<file path="src/rtl/sensor_link_pkg.sv">
// sensor_link_pkg
// Shared constants, state encodings and small helpers for the host-side
// DHT11 UART link peer (sensor frame "S:TTHH\n", LED frame "L:xy\n").
// No ports: imported by sensor_link_peer and led_cmd_sender.
package sensor_link_pkg;

  localparam logic [7:0] ASCII_S     = 8'h53;
  localparam logic [7:0] ASCII_L     = 8'h4C;
  localparam logic [7:0] ASCII_COLON = 8'h3A;
  localparam logic [7:0] ASCII_NL    = 8'h0A;
  localparam logic [7:0] ASCII_ZERO  = 8'h30;
  localparam logic [7:0] ASCII_NINE  = 8'h39;

  localparam int SENSOR_FRAME_LEN = 7;
  localparam int CMD_FRAME_LEN    = 5;

  localparam int unsigned STALE_CYCLES_DEFAULT = 300_000_000;

  typedef enum logic [2:0] {
    P_IDLE, P_COLON, P_T1, P_T0, P_H1, P_H0, P_NL
  } parser_state_e;

  typedef enum logic [1:0] {
    S_IDLE, S_LOAD, S_SEND, S_GAP
  } sender_state_e;

  function automatic logic is_digit(input logic [7:0] b);
    return (b >= ASCII_ZERO) && (b <= ASCII_NINE);
  endfunction

  // Shift-and-add keeps the multiply out of a DSP block: 10*d = 8d + 2d.
  function automatic logic [7:0] times_ten(input logic [3:0] d);
    return ({4'b0, d} << 3) + ({4'b0, d} << 1);
  endfunction

  // LED command frame ROM: 'L', ':', '0'+led1, '0'+led2, '\n'.
  function automatic logic [7:0] cmd_byte(input logic [2:0] idx,
                                          input logic       led1,
                                          input logic       led2);
    logic [7:0] b;
    case (idx)
      3'd0:    b = ASCII_L;
      3'd1:    b = ASCII_COLON;
      3'd2:    b = ASCII_ZERO + {7'b0, led1};
      3'd3:    b = ASCII_ZERO + {7'b0, led2};
      default: b = ASCII_NL;
    endcase
    return b;
  endfunction

endpackage

</file>
<file path="src/rtl/sensor_link_peer_sender.sv">
// led_cmd_sender
// Walks the 5-byte LED command frame out through a byte-level UART
// transmitter, one byte per tx_send/tx_done handshake.
// Ports:
//   clk_100Mhz, rst_n (async, active-low)
//   cmd_req    in  pulse: start a frame (ignored while cmd_busy)
//   led_1_cmd, led_2_cmd in  LED states, sampled on an accepted cmd_req
//   tx_busy, tx_done     in  transmitter status
//   tx_data    out byte presented to the transmitter
//   tx_send    out level request, held until tx_done
//   cmd_busy   out frame queued or in flight
module led_cmd_sender
  import sensor_link_pkg::*;
(
  input  logic       clk_100Mhz,
  input  logic       rst_n,
  input  logic       cmd_req,
  input  logic       led_1_cmd,
  input  logic       led_2_cmd,
  input  logic       tx_busy,
  input  logic       tx_done,
  output logic [7:0] tx_data,
  output logic       tx_send,
  output logic       cmd_busy
);

  sender_state_e state_q, state_d;
  logic [2:0]    idx_q, idx_d;
  logic          led1_q, led1_d, led2_q, led2_d;
  logic [7:0]    tx_data_q, tx_data_d;
  logic          tx_send_q, tx_send_d;
  logic          busy_q, busy_d;

  // tx_send is a plain flop so the async reset drops it immediately.
  always_ff @(posedge clk_100Mhz or negedge rst_n) begin
    if (!rst_n) begin
      state_q   <= S_IDLE;
      idx_q     <= 3'd0;
      led1_q    <= 1'b0;
      led2_q    <= 1'b0;
      tx_data_q <= 8'h00;
      tx_send_q <= 1'b0;
      busy_q    <= 1'b0;
    end else begin
      state_q   <= state_d;
      idx_q     <= idx_d;
      led1_q    <= led1_d;
      led2_q    <= led2_d;
      tx_data_q <= tx_data_d;
      tx_send_q <= tx_send_d;
      busy_q    <= busy_d;
    end
  end

  always_comb begin
    state_d   = state_q;
    idx_d     = idx_q;
    led1_d    = led1_q;
    led2_d    = led2_q;
    tx_data_d = tx_data_q;
    tx_send_d = tx_send_q;
    busy_d    = busy_q;
    case (state_q)
      S_IDLE: begin
        if (cmd_req) begin
          led1_d  = led_1_cmd;
          led2_d  = led_2_cmd;
          busy_d  = 1'b1;
          idx_d   = 3'd0;
          state_d = S_LOAD;
        end
      end
      S_LOAD: begin
        tx_data_d = cmd_byte(idx_q, led1_q, led2_q);
        if (!tx_busy) begin
          tx_send_d = 1'b1;
          state_d   = S_SEND;
        end
      end
      S_SEND: begin
        if (tx_done) begin
          tx_send_d = 1'b0;
          state_d   = S_GAP;
        end
      end
      S_GAP: begin
        if (idx_q < 3'(CMD_FRAME_LEN - 1)) begin
          idx_d   = idx_q + 3'd1;
          state_d = S_LOAD;
        end else begin
          busy_d  = 1'b0;
          state_d = S_IDLE;
        end
      end
      default: state_d = S_IDLE;
    endcase
  end

  assign tx_data  = tx_data_q;
  assign tx_send  = tx_send_q;
  assign cmd_busy = busy_q;

endmodule

</file>
<file path="src/rtl/sensor_link_peer.sv">
// sensor_link_peer
// Host-side peer for the DHT11 UART link. Parses "S:TTHH\n" from the UART
// receiver into binary temperature/humidity and sends "L:xy\n" LED command
// frames through the UART transmitter (led_cmd_sender).
// Optional feature macro: STALE_TIMEOUT_EN -- when defined, sensor_stale
// asserts after STALE_CYCLES cycles with no accepted frame; otherwise it is 0.
// Ports:
//   clk_100Mhz, rst_n (async, active-low)
//   rx_data/rx_done            byte stream from the receiver
//   tx_data/tx_send/tx_busy/tx_done  transmitter handshake
//   led_1_cmd/led_2_cmd/cmd_req/cmd_busy  LED command request
//   temperature/humidity       last accepted values, 0..99
//   frame_valid/frame_error    one-cycle status pulses
//   sensor_stale               no frame within STALE_CYCLES
module sensor_link_peer
  import sensor_link_pkg::*;
#(
  parameter int unsigned STALE_CYCLES = STALE_CYCLES_DEFAULT
) (
  input  logic       clk_100Mhz,
  input  logic       rst_n,
  input  logic [7:0] rx_data,
  input  logic       rx_done,
  output logic [7:0] tx_data,
  output logic       tx_send,
  input  logic       tx_busy,
  input  logic       tx_done,
  input  logic       led_1_cmd,
  input  logic       led_2_cmd,
  input  logic       cmd_req,
  output logic       cmd_busy,
  output logic [7:0] temperature,
  output logic [7:0] humidity,
  output logic       frame_valid,
  output logic       frame_error,
  output logic       sensor_stale
);

  if (STALE_CYCLES == 0) begin : g_cfg_check
    $error("STALE_CYCLES must be non-zero");
  end

  parser_state_e pstate_q, pstate_d;
  logic [3:0]    t1_q, t1_d, t0_q, t0_d, h1_q, h1_d, h0_q, h0_d;
  logic [7:0]    temp_q, temp_d, hum_q, hum_d;
  logic          valid_q, valid_d, error_q, error_d;
  logic [3:0]    digit;

  // For '0'..'9' the low nibble already equals byte - 0x30.
  assign digit = rx_data[3:0];

  always_ff @(posedge clk_100Mhz or negedge rst_n) begin
    if (!rst_n) begin
      pstate_q <= P_IDLE;
      t1_q     <= 4'd0;
      t0_q     <= 4'd0;
      h1_q     <= 4'd0;
      h0_q     <= 4'd0;
      temp_q   <= 8'd0;
      hum_q    <= 8'd0;
      valid_q  <= 1'b0;
      error_q  <= 1'b0;
    end else begin
      pstate_q <= pstate_d;
      t1_q     <= t1_d;
      t0_q     <= t0_d;
      h1_q     <= h1_d;
      h0_q     <= h0_d;
      temp_q   <= temp_d;
      hum_q    <= hum_d;
      valid_q  <= valid_d;
      error_q  <= error_d;
    end
  end

  // An 'S' outside IDLE aborts the current frame but is itself the start
  // of a new one, so the parser resynchronises straight into COLON.
  always_comb begin
    pstate_d = pstate_q;
    t1_d     = t1_q;
    t0_d     = t0_q;
    h1_d     = h1_q;
    h0_d     = h0_q;
    temp_d   = temp_q;
    hum_d    = hum_q;
    valid_d  = 1'b0;
    error_d  = 1'b0;
    if (rx_done) begin
      if (pstate_q != P_IDLE && rx_data == ASCII_S) begin
        error_d  = 1'b1;
        pstate_d = P_COLON;
      end else begin
        case (pstate_q)
          P_IDLE: begin
            if (rx_data == ASCII_S) pstate_d = P_COLON;
          end
          P_COLON: begin
            if (rx_data == ASCII_COLON) begin
              pstate_d = P_T1;
            end else begin
              error_d  = 1'b1;
              pstate_d = P_IDLE;
            end
          end
          P_T1, P_T0, P_H1, P_H0: begin
            if (is_digit(rx_data)) begin
              case (pstate_q)
                P_T1:    begin t1_d = digit; pstate_d = P_T0; end
                P_T0:    begin t0_d = digit; pstate_d = P_H1; end
                P_H1:    begin h1_d = digit; pstate_d = P_H0; end
                default: begin h0_d = digit; pstate_d = P_NL; end
              endcase
            end else begin
              error_d  = 1'b1;
              pstate_d = P_IDLE;
            end
          end
          P_NL: begin
            if (rx_data == ASCII_NL) begin
              temp_d   = times_ten(t1_q) + {4'b0, t0_q};
              hum_d    = times_ten(h1_q) + {4'b0, h0_q};
              valid_d  = 1'b1;
            end else begin
              error_d  = 1'b1;
            end
            pstate_d = P_IDLE;
          end
          default: pstate_d = P_IDLE;
        endcase
      end
    end
  end

  assign temperature = temp_q;
  assign humidity    = hum_q;
  assign frame_valid = valid_q;
  assign frame_error = error_q;

`ifdef STALE_TIMEOUT_EN
  logic [31:0] stale_cnt_q;

  // Clearing on the frame_valid pulse means sensor_stale drops the cycle
  // after it; the counter saturates so stale stays high indefinitely.
  always_ff @(posedge clk_100Mhz or negedge rst_n) begin
    if (!rst_n) begin
      stale_cnt_q <= 32'd0;
    end else if (valid_q) begin
      stale_cnt_q <= 32'd0;
    end else if (stale_cnt_q != STALE_CYCLES) begin
      stale_cnt_q <= stale_cnt_q + 32'd1;
    end
  end

  assign sensor_stale = (stale_cnt_q == STALE_CYCLES);
`else
  assign sensor_stale = 1'b0;
`endif

  led_cmd_sender u_sender (
    .clk_100Mhz (clk_100Mhz),
    .rst_n      (rst_n),
    .cmd_req    (cmd_req),
    .led_1_cmd  (led_1_cmd),
    .led_2_cmd  (led_2_cmd),
    .tx_busy    (tx_busy),
    .tx_done    (tx_done),
    .tx_data    (tx_data),
    .tx_send    (tx_send),
    .cmd_busy   (cmd_busy)
  );

endmodule

</file>
<file path="config.mk">
export PLATFORM = sky130hd
export DESIGN_NAME = sensor_link_peer
export DESIGN_NICKNAME = d
export VERILOG_FILES = /design/src/rtl/sensor_link_pkg.sv /design/src/rtl/sensor_link_peer_sender.sv /design/src/rtl/sensor_link_peer.sv
export SDC_FILE = /design/constraint.sdc
export NUM_CORES = 1
export LEC_CHECK = 0
export ABC_AREA = 1
export CORE_MARGIN = 8
export CORE_UTILIZATION = 40
export CTS_BUF_LIST = sky130_fd_sc_hd__clkbuf_8 sky130_fd_sc_hd__clkbuf_16
export CTS_CLUSTER_SIZE = 40
export DETAILED_ROUTE_END_ITERATION = 8
export PLACE_DENSITY = 0.64
export SYNTH_ARGS = -nofsm -noshare
export SYNTH_HDL_FRONTEND = slang
export SYNTH_SLANG_ARGS = --single-unit
</file>
<file path="constraint.sdc">
create_clock -name clk_100Mhz -period 2.3 [get_ports clk_100Mhz]
set_clock_uncertainty 0.1 [all_clocks]
set_input_delay 0.46 -clock clk_100Mhz [delete_from_list [all_inputs] [get_ports clk_100Mhz]]
set_output_delay 0.46 -clock clk_100Mhz [all_outputs]
set_load 0.03 [all_outputs]
</file>
# Word-level counts from Yosys, hierarchy flattened
# Index checks and enable logic that the tools add are counted.
op_classes:
  n_mux: 31
  n_reduce_logical: 21
  n_eq_ne: 21
  n_lt_le_gt_ge: 3
  n_bitwise: 2
  add_sub_neg: 7
op_table:
  columns: ["operator", "count"]
  rows:
  - ["$pmux 8 s4", 1]
  - ["$reduce_and 5->1", 4]
  - ["$pmux 3 s3", 2]
  - ["$add 7x5->8", 2]
  - ["$add 8x4->8", 2]
  - ["$mux 3", 5]
  - ["$add 6x1->7 const A", 2]
  - ["$mux 1", 14]
  - ["$eq 3x2->1 const B", 4]
  - ["$reduce_and 3->1", 4]
  - ["$eq 3x3->1 const B", 3]
  - ["$eq 8x4->1 const B", 1]
  - ["$eq 8x6->1 const B", 1]
  - ["$eq 8x7->1 const B", 1]
  - ["$ge 8x6->1 const B", 1]
  - ["$le 8x6->1 const B", 1]
  - ["$mux 2", 4]
  - ["$ne 2x2->1 const B", 4]
  - ["$pmux 2 s4", 1]
  - ["$eq 3x1->1 const B", 2]
  - ["$logic_not 3->1", 2]
  - ["$pmux 3 s2", 1]
  - ["$eq 2x2->1 const B", 2]
  - ["$pmux 1 s2", 2]
  - ["15 further kinds", 19]
totals:
  word_cells: 101
  reg_bits: 54
  output_inout_bits: 29
  in_bits: 16

# Longest topological paths before layout
depth:
  depth_word: 6
  mapped_depth: 9
  ltp_nobuf: 9

# Modules after synthesis
# Synthesis repeated with hierarchy kept, for this count alone.
hier_totals:
  hier_cells: 356
  hier_area_um2: 3059.2
by_module_without_submodules:
  columns: ["module", "cells_each", "area_each_um2", "instances"]
  rows:
  - ["sensor_link_peer", 251, 2184.6, 1]
  - ["led_cmd_sender", 105, 874.6, 1]

# Least setup slack after synthesis
# No wires, ideal clock.
synth_path:
  path_kind: "register to register"
  start: "register t1_q[0]"
  end: "register temp_q[6], in the netlist temperature[6]"
  setup_slack_ns: 0.327
  synth_period_minus_slack_ns: 1.973
  t_arrival_ns: 1.756
  n_path_buf: 0
  stages_incl_launch_ff: 8
  cell_sequence: "dfrtp_1 fa_1 fa_1 nand3_1 nand2_1 xor2_1 nand2_1 nand2_1"
synth_between:
  elab_chain_len: 2
synth_lines:
  columns: ["item", "line", "source"]
  rows:
  - ["from (decl)", "sensor_link_peer.sv:44", "logic [3:0] t1_q, t1_d, t0_q, t0_d, h1_q, h1_d, h0_q, h0_d;"]
  - ["from (signal assigned)", "sensor_link_peer.sv:65", "t1_q <= t1_d;"]
  - ["$add 7x5->8", "sensor_link_pkg.sv:33", "return ({4'b0, d} << 3) + ({4'b0, d} << 1);"]
  - ["$add 8x4->8", "sensor_link_peer.sv:120", "temp_d = times_ten(t1_q) + {4'b0, t0_q};"]
  - ["to (signal assigned)", "sensor_link_peer.sv:69", "temp_q <= temp_d;"]
  - ["to (decl)", "sensor_link_peer.sv:45", "logic [7:0] temp_q, temp_d, hum_q, hum_d;"]
# No other way between the ends.
# A chain may end at the register's enable or synchronous reset.

# Final worst setup path
layout_path:
  start: "register h1_q[0]"
  end: "register hum_q[6], in the netlist humidity[6]"
layout_between:
  elab_chain_len: 2
layout_lines:
  columns: ["item", "line", "source"]
  rows:
  - ["from (decl)", "sensor_link_peer.sv:44", null]
  - ["from (signal assigned)", "sensor_link_peer.sv:57", "h1_q <= 4'd0;"]
  - ["from (signal assigned)", "sensor_link_peer.sv:67", "h1_q <= h1_d;"]
  - ["$add 7x5->8", "sensor_link_pkg.sv:33", null]
  - ["$add 8x4->8", "sensor_link_peer.sv:121", "hum_d = times_ten(h1_q) + {4'b0, h0_q};"]
  - ["to (signal assigned)", "sensor_link_peer.sv:70", "hum_q <= hum_d;"]
  - ["to (decl)", "sensor_link_peer.sv:45", null]
# No other way between the ends.

==> impl_metrics.csv <==
group,metric,value,unit
cells_and_area,fin_area,3490,sq um
clocking,cts_buffers,5,
timing,rsz0062_at_grt,"no",
power_and_ir_drop,powerDensity,733,nW/um^2
setup_path,start_kind,"flop",
setup_path,cp_max_fo,3,
timing,relSlewSlack,0.594,
timing,tightest_slew,0.609,ns
power_and_ir_drop,power_leakage,1.89,nW
timing,timing.setup.tns,0,ns
yosys,syn_avg_cell_area,8.29,sq um
global_route,grt_max_degree,27,
placement,port-buffer-count,42,
timing,finalSetupViolations,0,
drt,met3_length,321,um
placement,dp_cells,483,
floorplan,die_area,10100,sq um
placement,place_area,3390,sq um
power_and_ir_drop,power,2.56,mW
floorplan,num_io_pins,45,
global_route,grt_first_pass_wirelength,10500,um
setup_path,critical_path_class,"flop to flop",
drt,first_iter_violations,102,
global_route,grt_antenna_before_repair,0,
yosys,synth.largest_area_cell,"dfrtp_1",
yosys,ys_seq_area_frac,0.445,
setup_path,required,2.40,ns
cells_and_area,final_nets,434,
timing,slew_viol_final,0,
floorplan,initial_core_util,0.404,
yosys,synth_edf_count,0,
outcome,status,"finished clean",
drt,via_per_inst,4.77,
placement,gp_congestion,0.853,
setup_path,endpoint_kind,"flop",
clocking,cts_sinks,51,
clocking,clk-insertion-delay-late,0.31,ns
yosys,synth_ff_type,"dfrtp_1",
drt,wl_met2,2820,um
min_path,hp-class,"input pin to asynchronous set/reset pin",
global_route,grt_overflow,0,
floorplan,core,7100,sq um
setup_path,worstPathArrival,2.20,ns
timing,fin_crit_sh,0.912,
clocking,post-cts-setup-buffer-count,0,
drt,wl_met1,2920,um
yosys,synth_top_area_share,0.445,
power_and_ir_drop,peakVddDrop,0.000253,V
cells_and_area,final_cells,491,
floorplan,die_height,101,um
cells_and_area,utilization,0.492,
timing,max_freq,477,MHz
drt,vias,2340,
timing,hold_viol,0,
global_route,grt.total_usage,0.130,
drt,maxUsedRoutingLayer,"met4",
yosys,ys_warn_count,0,
clocking,cts.repair.resized,0,
yosys,netlist_top_cells_area,"dfrtp_1 (44%), nand2_1 (16%), ha_1 (10%)",
drt,drcViolationCount,0,
yosys,ys_seq_elements,51,
yosys,netlist_instances,346,
clocking,cts_buffer_depth,2,
clocking,cts_tree,"done",
yosys,syn_area,2870,sq um
cells_and_area,seq_area,1280,sq um
yosys,synth_cell_types,27,
clocking,cts_root_buffer,"clkbuf_8",
yosys,synth-async-reset-ratio,1.00,
timing,min_period,2.10,ns
cells_and_area,multiInputGateArea,1400,sq um
clocking,htreeDepth,2,
clocking,cts.clk_slew.worst_paths,0.09,ns
placement,place_hpwl,4860,um
floorplan,fp-row-count,31,
drt,routedWlPerCell,12.6,um
cells_and_area,n_antenna_cell,0,
cells_and_area,area_growth,21.8,%
cells_and_area,layout-drive-gt1-share,0.0561,
cells_and_area,num-fill-cells,707,
flow_run,drv_cap,0,
drt,firstDrtPassIters,4,
clocking,holdBufCountCts,0,
drt,totalWireLength,6170,um
drt,ant_nets,0,
global_route,grt_pass1_vias,2212,
floorplan,die_w,101,um
-- sequential cells by signal, summed over array words and instances, names as in the netlist --
register and cells:
u_sender.state_q 2, humidity 8, u_sender.led1_q 1, h0_q 4, u_sender.cmd_busy 1, frame_error 1
frame_valid 1, h1_q 4, temperature 8, u_sender.tx_data 5, t0_q 4, t1_q 4
u_sender.led2_q 1, u_sender.tx_send 1, pstate_q 3, u_sender.idx_q 3
-- final timing paths --
kind                                          start  slack, ns             endpoint  cells after the start
max in group asynchronous                     rst_n       1.49          frame_error                      2
worst min-delay path                          rst_n       0.06          humidity[5]                      1
worst max register to register              h1_q[0]       0.20          humidity[6]                      7
min in group clk_100Mhz         u_sender.tx_data[3]       0.38  u_sender.tx_data[3]                      2
worst max-delay path                        h1_q[0]       0.20          humidity[6]                      7
worst min register to register  u_sender.tx_data[3]       0.38  u_sender.tx_data[3]                      2
-- through the flow --
step                setup slack, ns  hold slack [ns]
detailed placement           0.0465            0.362
finish                        0.203           0.0564
global route                  0.111           0.0868
global placement             0.0619            0.363
CTS                           0.185           0.0738
floorplan                     0.327           0.0644
-- power by group --
group,internal [mW],switching (mW)
clock network,0.274,0.296
registers,1.02,0.0942
logic,0.339,0.535
-- layout make-up --
| type | count | area share |
|---|---|---|
| Sequential cell | 51 | 0.365 |
| Timing Repair Buffer | 45 | 0.129 |
| Tap cell | 99 | 0.0355 |
| Clock inverter | 1 | 0.00215 |
| Clock buffer | 7 | 0.0276 |
| Inverter | 37 | 0.0398 |
| Multi-Input combinational cell | 251 | 0.401 |
-- placed cells by master (no fill, tap or decap), types with 6 or more instances in the layout --
| cell type | n |
|---|---|
| a21oi_1 | 10 |
| clkbuf_8 | 7 |
| clkdlybuf4s50_1 | 41 |
| dfrtp_1 | 51 |
| ha_1 | 23 |
| inv_1 | 35 |
| nand2_1 | 123 |
| nand3_1 | 10 |
| nand4_1 | 12 |
| nor2_1 | 17 |
| o21ai_0 | 27 |
| xor2_1 | 6 |
-- synthesized netlist by cell type, types with 2 or more instances --
cell type	n
dfrtp_1	51
nor3_1	2
inv_2	2
ha_1	23
nor2_4	2
nand2_1	123
xor2_1	6
inv_1	35
fa_1	4
buf_4	5
a22oi_1	2
nand4_1	12
a21oi_1	10
nor2_1	17
o211ai_1	2
nor2_2	4
o21ai_0	27
nand3_1	10
-- logic make-up after synthesis --
group / share of synthesized area
buffers and inverters: 0.0685
xor gates and xnor gates: 0.0183
adders and majority gates: 0.128
other: 0.00131
and+or+nand+nor: 0.256
AOI/OAI and AO/OA: 0.0824
DFF: 0.445
-- per-layer routing --
layer,up-vias,global-route usage
met5,-,0
met4,0,0.0488
met3,9,0.0290
met2,53,0.209
met1,1074,0.165
li1,1204,-
-- worst max-delay path: stages, from the launching register on --
cell     delay (ns)
dfrtp_1        0.44
fa_1           0.54
fa_1           0.48
nand3_1        0.10
nand2_1        0.06
xor2_1         0.14
nand2_1        0.08
nand2_1        0.05
Note: power is estimated with default switching activity, not from simulation.
